==> src/rtl/wb_sevenseg_if.sv <==
// Wishbone classic bus bundle for the seven-segment scanner register block.
`timescale 1ns/1ps
interface wb_sevenseg_if;
  logic [11:2] wb_adr;
  logic [31:0] wb_dat;
  logic [3:0]  wb_sel;
  logic        wb_we;
  logic        wb_cyc;
  logic        wb_stb;
  logic [31:0] wb_rdt;
  logic        wb_ack;
  logic        wb_err;

  modport master (
    output wb_adr, wb_dat, wb_sel, wb_we, wb_cyc, wb_stb,
    input  wb_rdt, wb_ack, wb_err
  );

  modport slave (
    input  wb_adr, wb_dat, wb_sel, wb_we, wb_cyc, wb_stb,
    output wb_rdt, wb_ack, wb_err
  );
endinterface

==> src/rtl/wb_sevenseg.sv <==
// Wishbone-mapped 8-digit multiplexed seven-segment driver with a programmable scan rate.
`timescale 1ns/1ps
module wb_sevenseg #(
  parameter logic [19:0] DEFAULT_DIV = 20'd100000
) (
  input  logic          i_clk,
  input  logic          i_rst,
  wb_sevenseg_if.slave  io_wb,
  output logic [7:0]    o_an,
  output logic [6:0]    o_seg,
  output logic          o_dp
);

  logic [31:0] r_data;
  logic [31:0] r_ctrl;
  logic [19:0] r_div;
  logic [19:0] r_cnt;
  logic [2:0]  r_idx;
  logic        r_ack;
  logic        r_err;
  logic [31:0] r_rdt;
  logic [7:0]  r_an;
  logic [6:0]  r_seg;
  logic        r_dp;

  logic        w_req;
  logic        w_mapped;
  logic        w_wr;
  logic [31:0] w_rd_val;
  logic [31:0] w_wmask;
  logic [31:0] w_wdat;
  logic [19:0] w_div_eff;
  logic        w_wrap;
  logic [3:0]  w_digit;
  logic [6:0]  w_hex;
  logic [7:0]  w_dp_mask;
  logic [7:0]  w_an_next;

  // ack/err gate new requests so every response is followed by an idle cycle
  always_comb begin
    w_req    = io_wb.wb_cyc & io_wb.wb_stb & ~r_ack & ~r_err;
    w_mapped = (io_wb.wb_adr < 10'd4);
    w_wr     = w_req & w_mapped & io_wb.wb_we;
    w_wmask  = {{8{io_wb.wb_sel[3]}}, {8{io_wb.wb_sel[2]}},
                {8{io_wb.wb_sel[1]}}, {8{io_wb.wb_sel[0]}}};
    w_rd_val = 32'h0;
    case (io_wb.wb_adr)
      10'd0:   w_rd_val = r_data;
      10'd1:   w_rd_val = r_ctrl;
      10'd2:   w_rd_val = {12'h0, r_div};
      10'd3:   w_rd_val = {29'h0, r_idx};
      default: w_rd_val = 32'h0;
    endcase
    w_wdat    = (io_wb.wb_dat & w_wmask) | (w_rd_val & ~w_wmask);
    w_div_eff = (r_div == 20'd0) ? 20'd1 : r_div;
    w_wrap    = (r_cnt == w_div_eff - 20'd1);
  end

  always_comb begin
    w_digit   = r_data[{r_idx, 2'b00} +: 4];
    w_dp_mask = r_ctrl[15:8];
    w_an_next = (r_ctrl[31] | ~r_ctrl[r_idx]) ? 8'hFF : ~(8'd1 << r_idx);
    w_hex     = 7'h00;
    case (w_digit)
      4'h0: w_hex = 7'h3F;
      4'h1: w_hex = 7'h06;
      4'h2: w_hex = 7'h5B;
      4'h3: w_hex = 7'h4F;
      4'h4: w_hex = 7'h66;
      4'h5: w_hex = 7'h6D;
      4'h6: w_hex = 7'h7D;
      4'h7: w_hex = 7'h07;
      4'h8: w_hex = 7'h7F;
      4'h9: w_hex = 7'h6F;
      4'hA: w_hex = 7'h77;
      4'hB: w_hex = 7'h7C;
      4'hC: w_hex = 7'h39;
      4'hD: w_hex = 7'h5E;
      4'hE: w_hex = 7'h79;
      default: w_hex = 7'h71;
    endcase
  end

  always_ff @(posedge i_clk) begin
    if (i_rst) begin
      r_data <= 32'h0;
      r_ctrl <= 32'h0000_00FF;
      r_div  <= DEFAULT_DIV;
      r_cnt  <= 20'd0;
      r_idx  <= 3'd0;
      r_ack  <= 1'b0;
      r_err  <= 1'b0;
      r_rdt  <= 32'h0;
      r_an   <= 8'hFF;
      r_seg  <= 7'h7F;
      r_dp   <= 1'b1;
    end else begin
      r_ack <= w_req & w_mapped;
      r_err <= w_req & ~w_mapped;
      r_rdt <= (w_req & w_mapped & ~io_wb.wb_we) ? w_rd_val : 32'h0;
      r_cnt <= w_wrap ? 20'd0 : r_cnt + 20'd1;
      if (w_wrap) r_idx <= r_idx + 3'd1;
      // A DIV write restarts the count; placed after the scan step so it wins
      if (w_wr) begin
        case (io_wb.wb_adr)
          10'd0: r_data <= w_wdat;
          10'd1: r_ctrl <= w_wdat & 32'h8000_FFFF;
          10'd2: begin
            r_div <= w_wdat[19:0];
            r_cnt <= 20'd0;
          end
          default: ;
        endcase
      end
      r_an  <= w_an_next;
      r_seg <= ~w_hex;
      r_dp  <= ~w_dp_mask[r_idx];
    end
  end

  assign io_wb.wb_rdt = r_rdt;
  assign io_wb.wb_ack = r_ack;
  assign io_wb.wb_err = r_err;
  assign o_an  = r_an;
  assign o_seg = r_seg;
  assign o_dp  = r_dp;

endmodule

==> src/flat_wrapper.sv <==
// flat-port wrapper written by rule: the top's interface ports become plain ports
module wb_sevenseg_flat 
#(
  parameter logic [19:0] DEFAULT_DIV = 20'd100000
)
  (i_clk, i_rst, o_an, o_seg, o_dp, io_wb_wb_adr, io_wb_wb_dat, io_wb_wb_sel, io_wb_wb_we, io_wb_wb_cyc, io_wb_wb_stb, io_wb_wb_rdt, io_wb_wb_ack, io_wb_wb_err);
  wb_sevenseg_if io_wb_i ();
  input  logic i_clk;
  input  logic i_rst;
  output logic [7:0] o_an;
  output logic [6:0] o_seg;
  output logic o_dp;
  input wire logic [$bits(io_wb_i.wb_adr)-1:0] io_wb_wb_adr;
  input wire logic [$bits(io_wb_i.wb_dat)-1:0] io_wb_wb_dat;
  input wire logic [$bits(io_wb_i.wb_sel)-1:0] io_wb_wb_sel;
  input wire logic [$bits(io_wb_i.wb_we)-1:0] io_wb_wb_we;
  input wire logic [$bits(io_wb_i.wb_cyc)-1:0] io_wb_wb_cyc;
  input wire logic [$bits(io_wb_i.wb_stb)-1:0] io_wb_wb_stb;
  output wire logic [$bits(io_wb_i.wb_rdt)-1:0] io_wb_wb_rdt;
  output wire logic [$bits(io_wb_i.wb_ack)-1:0] io_wb_wb_ack;
  output wire logic [$bits(io_wb_i.wb_err)-1:0] io_wb_wb_err;
  assign io_wb_i.wb_adr = io_wb_wb_adr;
  assign io_wb_i.wb_dat = io_wb_wb_dat;
  assign io_wb_i.wb_sel = io_wb_wb_sel;
  assign io_wb_i.wb_we = io_wb_wb_we;
  assign io_wb_i.wb_cyc = io_wb_wb_cyc;
  assign io_wb_i.wb_stb = io_wb_wb_stb;
  assign io_wb_wb_rdt = io_wb_i.wb_rdt;
  assign io_wb_wb_ack = io_wb_i.wb_ack;
  assign io_wb_wb_err = io_wb_i.wb_err;
  wb_sevenseg #(.DEFAULT_DIV(DEFAULT_DIV)) u_core (.i_clk(i_clk), .i_rst(i_rst), .io_wb(io_wb_i), .o_an(o_an), .o_seg(o_seg), .o_dp(o_dp));
endmodule
==> config.mk <==
export PLATFORM = sky130hd
export DESIGN_NAME = wb_sevenseg_flat
export DESIGN_NICKNAME = d
export VERILOG_FILES = /design/src/rtl/wb_sevenseg_if.sv /design/src/rtl/wb_sevenseg.sv /design/src/flat_wrapper.sv
export SDC_FILE = /design/constraint.sdc
export NUM_CORES = 1
export LEC_CHECK = 0
export ABC_AREA = 0
export CORE_ASPECT_RATIO = 0.7
export CORE_MARGIN = 3
export CORE_UTILIZATION = 53
export DETAILED_ROUTE_END_ITERATION = 12
export GPL_TIMING_DRIVEN = 1
export PLACE_DENSITY = 0.78
export SLEW_MARGIN = 10
export SYNTH_ARGS = -nofsm -noshare
export SYNTH_HDL_FRONTEND = slang
export SYNTH_SLANG_ARGS = --single-unit
==> constraint.sdc <==
create_clock -name i_clk -period 3.81 [get_ports i_clk]
set_clock_uncertainty 0.05 [all_clocks]
set_input_delay 0.5715 -clock i_clk [delete_from_list [all_inputs] [get_ports i_clk]]
set_output_delay 0.5715 -clock i_clk [all_outputs]
set_load 0.05 [all_outputs]
# == Word level (Yosys, flattened, before mapping) ==
# Memories as Yosys holds them, arrays and structs flattened.
# Index checks and enable logic that the tools add are counted.
# totals
regBits,142
latchBits,0
ram_bits,0
rom_bits,112
input_bits,51
memories,1
# op_classes
n_addsub,3
multipliers,0
div_mod_pow,0
n_lt_le_gt_ge,3
eq_ne,4
shifts,2
n_mux,9
bitwise,21
n_reduce_logical,7
# memory_table
name,words,word_bits,rd,rd_clocked_by_memory_dff,wr,line_no,source
(name not given),16,7,1,0,0,wb_sevenseg.sv:64,case (w_digit)
# ops
op,n
32-bit one-hot mux with 4 select lines,1
20-bit two-way mux,4
32-bit AND,2
32-bit inverter,1
32-bit OR,1
32-bit by 6-bit variable part select with 4-bit output,1
"20-bit by 1-bit adder with 20-bit output, second input constant",1
"10-bit by 2-bit == test with 1-bit output, second input constant",2
20-bit == test,1
20-bit zero test,1
"20-bit by 1-bit subtractor with 20-bit output, second input constant",1
"10-bit by 1-bit == test with 1-bit output, second input constant",1
10-bit zero test,1
"10-bit by 3-bit less-than comparator with 1-bit output, second input constant",1
8-bit inverter,1
"1-bit by 3-bit << shifter with 8-bit output, first input constant",1
1-bit AND,7
1-bit inverter,7
7-bit inverter,1
1-bit binary-select mux with 3-bit select,2
"3-bit by 6-bit less-than comparator with 1-bit output, second input constant",1
2-bit AND reduction,3
"3-bit by 4-bit less-than comparator with 1-bit output, second input constant",1
2-bit OR reduction,2
3 further kinds,4

# == Depth between registers and ports, before layout ==
# Gate-level depths: netlist of run 1.
# logic_depth
depth_word,7
depth_mapped,14
ltp_nobuf,11

# == Worst setup path after synthesis of run 1 ==
# OpenSTA, ideal clock, no wires.
# synth_path
path_kind,register -> register
from,register u_core.r_div[14]
to,register u_core.r_idx[0]
t_arrival_ns,3.325
slack_ns,0.314
stages_incl_launch_ff,14
path_cell_list,dfxtp_1 -> clkdlybuf4s18_2 -> nor4_2 -> and2_1 -> buf_6 -> a41oi_1 -> ha_1 -> or3b_2 -> nor3_1 -> xnor2_1 -> nand3_1 -> or4b_4 -> nor4_4 -> mux2_4
# synth_between
elab_chain_len,4
# synth_rtl
item,line_no,source
from (decl),wb_sevenseg.sv:16,logic [19:0] r_div;
from (signal assigned),wb_sevenseg.sv:109,r_div <= w_wdat[19:0];
20-bit zero test,wb_sevenseg.sv:55,w_div_eff = (r_div == 20'd0) ? 20'd1 : r_div;
20-bit two-way mux *,wb_sevenseg.sv:55,
20-bit by 1-bit subtractor with 20-bit output *,wb_sevenseg.sv:56,w_wrap = (r_cnt == w_div_eff - 20'd1);
20-bit == test *,wb_sevenseg.sv:56,
to (signal assigned),wb_sevenseg.sv:102,if (w_wrap) r_idx <= r_idx + 3'd1;
to (decl),wb_sevenseg.sv:18,logic [2:0] r_idx;
# Every way passes the cells marked *; elsewhere a longest branch is shown, timed or not.
# A chain may end at the register's enable or synchronous reset.

# == Worst setup path in the final report of run 1 ==
# layout_path
from,register u_core.r_div[12]
to,register u_core.r_idx[0]
# The elaborated chain is that of the path after synthesis.

==> results of run 1 <==
-- cell usage in the layout, fill, tap and decap left out, drive strengths merged, types with 21 or more instances in the layout --
cell and count:
dfxtp 142, nor2 114, clkdlybuf4s50 99, nand2 74, a21oi 43, a211oi 32
mux2i 29, buf 28, o21ai 27, nor3 27, nand3 23, xor2 22
xnor2 22, clkbuf 21
-- cell families after synthesis --
kind of cell,synth area share
AO/OA/AOI/OAI,0.1394
AND/OR/NAND/NOR,0.2208
multiplexers,0.09982
flip-flops,0.4101
buffers and inverters,0.04801
XOR/XNOR,0.05668
adder cells (fa/ha/maj),0.02527
-- metrics by stage --
step | instances | setup slack [ns] | cell area (sq um) | power, mW | hold WS (ns)
finish | 1036 | 0.1929 | 8653 | 3.351 | 0.4284
global route | 1036 | 0.006532 | 8653 | 3.440 | 0.4493
CTS | 1036 | 0.08153 | 8642 | 3.366 | 0.4268
detailed placement | 1004 | 0.1293 | 8050 | 1.709 | 0.4168
global placement | 1004 | 0.1753 | 8050 | 1.707 | 0.3994
floorplan | 773 | 0.3136 | 6932 | 1.618 | 0.3917
-- Yosys cell counts (6+ instances only) --
cell | instances | area share
a211o_1 | 9 | 0.011
a211oi_1 | 32 | 0.035
dfxtp_1 | 142 | 0.41
ha_1 | 14 | 0.025
nand2b_1 | 9 | 0.0081
o21ai_0 | 27 | 0.019
nor3_1 | 24 | 0.017
and2_1 | 14 | 0.013
clkbuf_1 | 40 | 0.022
mux2i_1 | 29 | 0.042
xor2_1 | 22 | 0.028
and3_1 | 9 | 0.0081
xnor2_1 | 21 | 0.027
o2bb2ai_1 | 6 | 0.0076
mux4_2 | 15 | 0.049
nand2_1 | 74 | 0.040
nor2_1 | 114 | 0.062
a21oi_1 | 41 | 0.030
inv_1 | 10 | 0.0054
nand3_1 | 23 | 0.017
nand4_1 | 7 | 0.0063
a31oi_1 | 6 | 0.0054
-- sequential cells by signal, indices dropped and copies added (netlist names) --
name / flops
u_core.io_wb.wb_ack: 1
u_core.io_wb.wb_err: 1
u_core.io_wb.wb_rdt: 32
u_core.o_an: 8
u_core.o_dp: 1
u_core.o_seg: 7
u_core.r_cnt: 20
u_core.r_ctrl: 17
u_core.r_data: 32
u_core.r_div: 20
u_core.r_idx: 3
-- repair_timing --
action                     4_1_cts  5_1_grt
resized for setup                0        5
hold buffers                     0        0
setup endpoints to repair        0        3
-- worst min-delay path: stages (launching register included) --
cell,delay (ns)
dfxtp_1,0.32
nand2_1,0.06
a21oi_1,0.06
-- cell type report --
type / instances / area share
clock buffer: 21 / 0.05321
sequential: 142 / 0.3291
inverter: 11 / 0.004772
timing repair buffer: 127 / 0.1385
clock inverter: 11 / 0.01518
multi-input combinational: 562 / 0.4358
tap: 162 / 0.02342
-- power by group through the flow --
stage | Clock [mW] | Sequential [mW] | Combinational (mW)
final | 1.67 | 1.50 | 0.182
after CTS | 1.69 | 1.50 | 0.180
after detailed placement | 0 | 1.53 | 0.178
after global routing | 1.75 | 1.50 | 0.193
after global placement | 0 | 1.53 | 0.176
after floorplan | 0 | 1.54 | 0.0736
-- routing by layer --
layer	vias up	track usage
li1	2896	-
met1	2977	0.4144
met2	352	0.4163
met3	34	0.07692
met4	2	0.07451
met5	-	0
-- final timing paths --
path	slack, ns	startpoint	cells after the start	end
hold reg to reg	0.43	u_core.r_data[20]	2	u_core.r_data[20]
setup reg to reg	0.19	u_core.r_div[12]	12	u_core.r_idx[0]
setup / recovery	0.19	u_core.r_div[12]	12	u_core.r_idx[0]
hold / removal	0.43	u_core.r_data[20]	2	u_core.r_data[20]
==> impl_summary.md, run 1 <==
Outcome
The run finished with clean final reports.

Finish
For this run, the share of the core covered by cells in the final layout is 0.6872. The sequential cells in the finished layout cover a total of 2848 sq um. The filler cells instantiated in the layout total 954. In the final layout, the share of cells above drive strength 1 is 0.1224. 0 antenna diodes ended up in the layout. For this run, the post-layout net count is 926. Summing all multi-input logic gate instances after layout gives 3771 sq um. From synthesis to final layout, the design area changed by 24.84%.

Clocking
The number of post-CTS setup repair buffers is 0. The clock net sink count is 142. The CTS buffer count is 17. The maximum level of the CTS H-tree is 4. Clock-pin slew was measured on the worst setup and hold paths at 0.06 ns.

The clock latency reported for the late side of the worst-skew pair is 0.42 ns. The clock tree root buffer cell is clkbuf_16. The number of buffers on the longest clock path is 2.

The TritonCTS clock tree is done.

Global route
The number of global-route vias before repair is 6001. Entering global routing, the biggest net connects 69 pins. Global routing finished with a remaining overflow of 0. For this run, the total global-route usage over all layers was measured as 0.2837. The wire length of the first global-routing pass is 32330 um. The initial antenna violation count came to 1.

Setup path
The highest cell delay on the worst timing path is 0.51 ns. The total buffers and inverters traversed by the critical path is 1. The data required time at the worst endpoint is 4.06 ns. The cell family contributing the most delay on the critical path is simple AND/OR/NAND/NOR gates.

Data on the critical path arrives at its endpoint at 3.87 ns. The kind of start point of the critical path is a register. The worst setup path is captured at a register. The critical path in this run is classified as register to register. Traced cell by cell, the critical path runs through nor4_2, and2_1, a41oi_1, ha_1, nor3b_1, buf_4, nand4b_1, nor4_2, xnor2_1, or4b_4, nor4_4, mux2_4. Of all nets on the critical path, the largest fanout is 7. Among the stages of the critical path, the cell type that occurs most often is nor4_2. The critical-path cell with the highest stage delay is or4b_4.

Logic synthesis
For this run, the register share of the synthesized area comes to 0.4101. In this run the cell area of the synthesized design comes to 6932 sq um. In the synthesized netlist, the number of instances is 773. Synthesis inferred 142 register bits. The distinct cell type count after synthesis is 67. Each instance of the synthesized netlist takes up on average 8.967 sq um.

The Yosys step of the flow raised 0 warnings. Synthesis produced a netlist with a net count of 838. The number of flops mapped to enable cells by yosys is 0. Counting flops with an async set or reset pin after synthesis yields a share of 0.

In the synthesized netlist the dominant register cell turns out to be dfxtp_1.

Routing
The final route contains 6261 vias. In the detailed route, the total length drawn on met3 is 2309 um. The routed via count divided by cell count is 6.043. Wires add up to 20330 um. For this run, design rule violations remaining after detail routing come to 0. The first-pass iteration count of the detailed router is 6. After detailed routing, the met2 layer carries 8709 um of wire. In this run, the number of DRC markers left after iteration 0 of detailed routing was 643. Dividing the detail-routed wire length by the instance count gives 19.62 um. The detailed-route wire length on metal 1 is 9020 um. In this run the remaining antenna-violating nets after routing total 0. The uppermost signal routing layer after detailed routing is met5.

Timing
The routed design could run at a clock period as short as 3.617 ns. The post-route clock period utilization is 0.9494. The count of pins over their slew limit is 0. Setup repair after global routing left no endpoint under its margin. The sum of negative setup slack is 0 ns.

Measured against its own limit, the worst slew margin works out to 0.4531. The highest achievable clock rate is 276.5 MHz. Setup violations remaining at the end of the flow were counted as 0.

For the pin with the worst max-slew slack, the measured transition is 0.8178 ns. The number of hold-slack violations in the final timing report is 0.

Min path
The path class of the lowest-slack min-delay path is register to register.

Floorplan
The site row count is 34. The starting density of the core is 0.5505. The die covers 14510 sq um.

The I/O pin count is 101. The total area inside the core boundary comes to 12590 sq um. The chip width is 142.7 um.

In this run the vertical extent of the chip is 101.7 um.

Power
Of the total power, registers draw 0.447. For this design the total switching power over the nets is 0.7673 mW. Of the total power, the share spent switching nets is 0.2290. Cell internal power was estimated by the tool at 2.584 mW. The power per cell area is 387.2 nW/um^2. The portion of total power attributed to combinational logic is 0.054. The leakage component of the power is 3.092 nW. Across the VDD grid, the largest voltage drop is 0.0003358 V. The share of total power dissipated in the clock network is 0.498.

Place
Routability-driven placement finished with a final weighted congestion of 0.9781. Detailed placement ended at an HPWL of 14740 um. The number of input and output port buffers inserted is 100.

Job
The count of maximum capacitance violations is 0.
No activity file was read; power rests on OpenSTA's default activity.
==> run 2, diff against run 1 <==
--- a/config.mk
+++ b/config.mk
@@ -8,8 +8,10 @@
 export ABC_AREA = 0
+export CELL_PAD_IN_SITES_DETAIL_PLACEMENT = 0
+export CELL_PAD_IN_SITES_GLOBAL_PLACEMENT = 1
 export CORE_ASPECT_RATIO = 0.7
 export CORE_MARGIN = 3
-export CORE_UTILIZATION = 53
+export CORE_UTILIZATION = 41
 export DETAILED_ROUTE_END_ITERATION = 12
 export GPL_TIMING_DRIVEN = 1
-export PLACE_DENSITY = 0.78
+export PLACE_DENSITY = 0.79
 export SLEW_MARGIN = 10
==> constraint.sdc (replaced) <==
create_clock -name i_clk -period 3.81 [get_ports i_clk]
set_clock_uncertainty 0.05 [all_clocks]
set_input_delay 0.762 -clock i_clk [delete_from_list [all_inputs] [get_ports i_clk]]
set_output_delay 0.762 -clock i_clk [all_outputs]
set_load 0.05 [all_outputs]
==> run 2 against run 1 <==
  * Core utilization decreased by 15 points
  * Critical path depth unchanged
  * Cell count increased by 6.8%
  * Combinational power about the same
  * Sequential cell count unchanged
  * First-iteration DRC count decreased by 28%
  * Largest power group unchanged
==> impl_summary.md, run 2 (synthesis gave the netlist of run 1 again) <==
Setup path
The maximum fanout along the worst path is 8 (+1). The total buffers and inverters traversed by the critical path is 1 (unchanged). The endpoint identified for the worst register-to-register timing path is u_core.r_idx[0]. The worst setup slack for register-to-register paths is 0.21 ns (+0.02 ns). The highest cell delay on the worst timing path came to 0.52 ns (about the same). The cell family contributing the most delay on the critical path is simple AND/OR/NAND/NOR gates. The kind of start point of the critical path is a register.

The most numerous cell type found on the critical path is nor4_4. The arrival time reported for the critical path endpoint is 3.86 ns (about the same). The path depth of the worst reg2reg path is 12 (unchanged). Walking the worst path, the cells encountered are nor4_4, and2_1, a41oi_1, ha_1, nor3b_1, buf_4, nand4b_1, nor4_1, xnor2_1, or4b_4, nor4_4, mux2_4.

Tracing the worst setup path back leads to its startpoint at u_core.r_div[9]. The setup path with the least slack is of type register to register. The largest individual stage delay along the critical path comes from the cell or4b_4.

The data required time at the worst endpoint is 4.07 ns (about the same). The category of the worst setup path capture point is a register. The launch instance of the worst register-to-register path is u_core.r_div[9].

Floorplan
The starting density of the core is 0.4215 (-0.1290). The die area is 18530 sq um (+28%). The I/O pin count is 101 (unchanged). The area of the core is 16440 sq um (+31%). The chip width is 161.4 um (+13%). The site row count was 39 (+15%).

The vertical extent of the die is 114.8 um (+13%).

Place
The detailed placer's ending HPWL was 15930 um (+8.1%). The worst setup slack after placement is 0.2167 ns (+0.08740 ns). The final weighted congestion in routability-driven placement is 0.8952 (-8.5%).

The number of input and output port buffers inserted was 100 (unchanged). The number of instances in the placed design is 1074 (+7.0%). The cell area after placement is 8194 sq um (+1.8%).

Clocking
The number of buffers on the longest clock path is 2 (unchanged). The clock latency reported for the late side of the worst-skew pair is 0.43 ns (about the same). The number of post-CTS setup repair buffers came to 0 (unchanged). The clock net sink count is 142 (unchanged). The tree is rooted in a clkbuf_16.

The CTS buffer count was 17 (unchanged). The clock transition at the registers of the reported paths is 0.07 ns (about the same). The TritonCTS clock tree is done. The maximum level of the CTS H-tree is 4 (unchanged).

Finish
The post-route cell area came to 8773 sq um (+1.4%). The filler cell count in the final layout is 1493 (+56%). The share of final-layout standard cells stronger than drive strength 1 is 0.1271 (+0.004703). The library cell used most frequently in the layout, excluding fill and tap cells, is dfxtp_1. The area growth from synthesis to layout is 26.57%. The antenna diode count was 0 (unchanged). The total area of multi-input combinational cells is 3765 sq um (-0.17%). The combined flip-flop and latch cell area was 2844 sq um (-0.13%).

Leaving out fill and tap cells, the most frequent cells in the layout are dfxtp_1, nor2_1, clkdlybuf4s50_1. The layout net count is 933 (+0.76%). The utilization of the core after routing is 0.5335 (-0.1537). The final non-filler cell total is 1106 (+6.8%).

Timing
The worst setup margin is 0.2134 ns (+0.02050 ns). The highest achievable clock rate came to 278.0 MHz (+0.57%). The shortest period the worst path allows is 3.597 ns (-0.02050 ns). The number of hold-slack violations in the final timing report came to 0 (unchanged). The post-route clock period utilization is 0.9440 (-0.005380). The slew at the pin closest to its max-slew limit is 0.7287 ns (-0.08907 ns).

The sum of negative setup slack is 0 ns (unchanged). Setup repair after global routing left no endpoint under its margin. The smallest hold slack is 0.4210 ns (-0.007400 ns). The number of endpoints failing setup at the final stage is 0 (unchanged). The worst max-slew margin expressed relative to the limit is 0.5127 (+0.05957). The count of pins over their slew limit is 0 (unchanged).

Global route
The wire length of the first global-routing pass came to 33130 um (+2.5%). The overflow left after global routing came to 0 (unchanged). The total routing usage reported by global routing is 0.2301 (-0.05361). The number of global-route vias before repair is 5879 (-2.0%). The pin count of the biggest net entering global routing is 48 (-30%). The initial antenna violation count was 0 (-1).

Min path
The number of cells on the worst hold path was 2 (unchanged). The path class of the lowest-slack min-delay path is register to register. The path with the worst hold slack has its endpoint at u_core.r_data[23]. The worst hold path begins at u_core.r_data[23].

Routing
The number of vias in the routed layout is 6037 (-3.6%). The post-detailed-route DRC marker count came to 0 (unchanged). The residual antenna-violating net count after detailed routing is 0 (unchanged). The routed wire length came to 21040 um (+3.5%). The first-pass iteration count of the detailed router is 5 (-1).

The routed wire length per instance is 19.02 um (-3.1%). The first-iteration detailed-routing DRC count was 460 (-28%). The routed via count divided by cell count is 5.458 (-9.7%).

Job
The count of maximum capacitance violations is 0 (unchanged).

Power
The power per cell area was 378.2 nW/um^2 (-2.3%). The total power draw is 3.318 mW (-0.99%). The leakage component of the power is 3.137 nW (+1.4%). The maximum ir drop on the vdd rail is 0.0002282 V (-32%).

Outcome
The flow ran to the end, and the final reports show no timing, DRC or antenna violations.
## run 2: changes by cell type in the layout (fill, tap and decap cells not counted), moves of 2 or more
cell	change
clkinvlp_4	-2
dfxtp_1	+3
clkinv_4	+4
clkbuf_1	-2
inv_8	+2
buf_4	+6
clkbuf_8	-2
dfxtp_2	-3
## run 2: repair_timing
item / in CTS / in global routing
setup endpoints to repair: 0 / 2
resized for setup: 0 / 1
hold buffers: 0 / 0
## run 2: per-layer routing
metal	GRT usage	vias up	wire, um
li1	-	2923	-
met1	0.3389	2880	10190
met2	0.3419	223	8938
met3	0.05474	11	1740
met4	0.05501	0	174
met5	0	-	0
## run 2: worst min-delay path, stage by stage (launching register included)
cell	delay (ns)
dfxtp_1	0.32
nand2_1	0.05
a21oi_1	0.05
## run 2: report_power, final
group	internal [mW]	total (mW)	switching, mW
Clock	0.921	1.64	0.719
Sequential	1.49	1.50	0.00737
Combinational	0.0830	0.180	0.0968
Total	2.49	3.32	0.823
## run 2: final cells by class
| type | count | share of cell area |
|---|---|---|
| clock inverter | 15 | 0.01740 |
| clock buffer | 17 | 0.04849 |
| multi-input combinational | 562 | 0.4291 |
| sequential | 142 | 0.3242 |
| tap | 225 | 0.03209 |
| inverter | 11 | 0.004706 |
| timing repair buffer | 134 | 0.1440 |
## run 2: worst max-delay path by stage
stage / cells past startpoint / endpoint / slack [ns]
detailed placement: 12 / u_core.r_idx[0] / 0.22
global route: 12 / u_core.r_idx[0] / 0.01
CTS: 12 / u_core.r_idx[0] / 0.19
finish: 12 / u_core.r_idx[0] / 0.21
floorplan: 13 / u_core.r_idx[0] / 0.31
global placement: 11 / u_core.r_idx[2] / 0.29
==> run 3, diff against run 2 <==
- CAP_MARGIN: unset -> 20
==> results of run 3 <==
No change in the layout: final DEF, timing and power equal those of run 2.
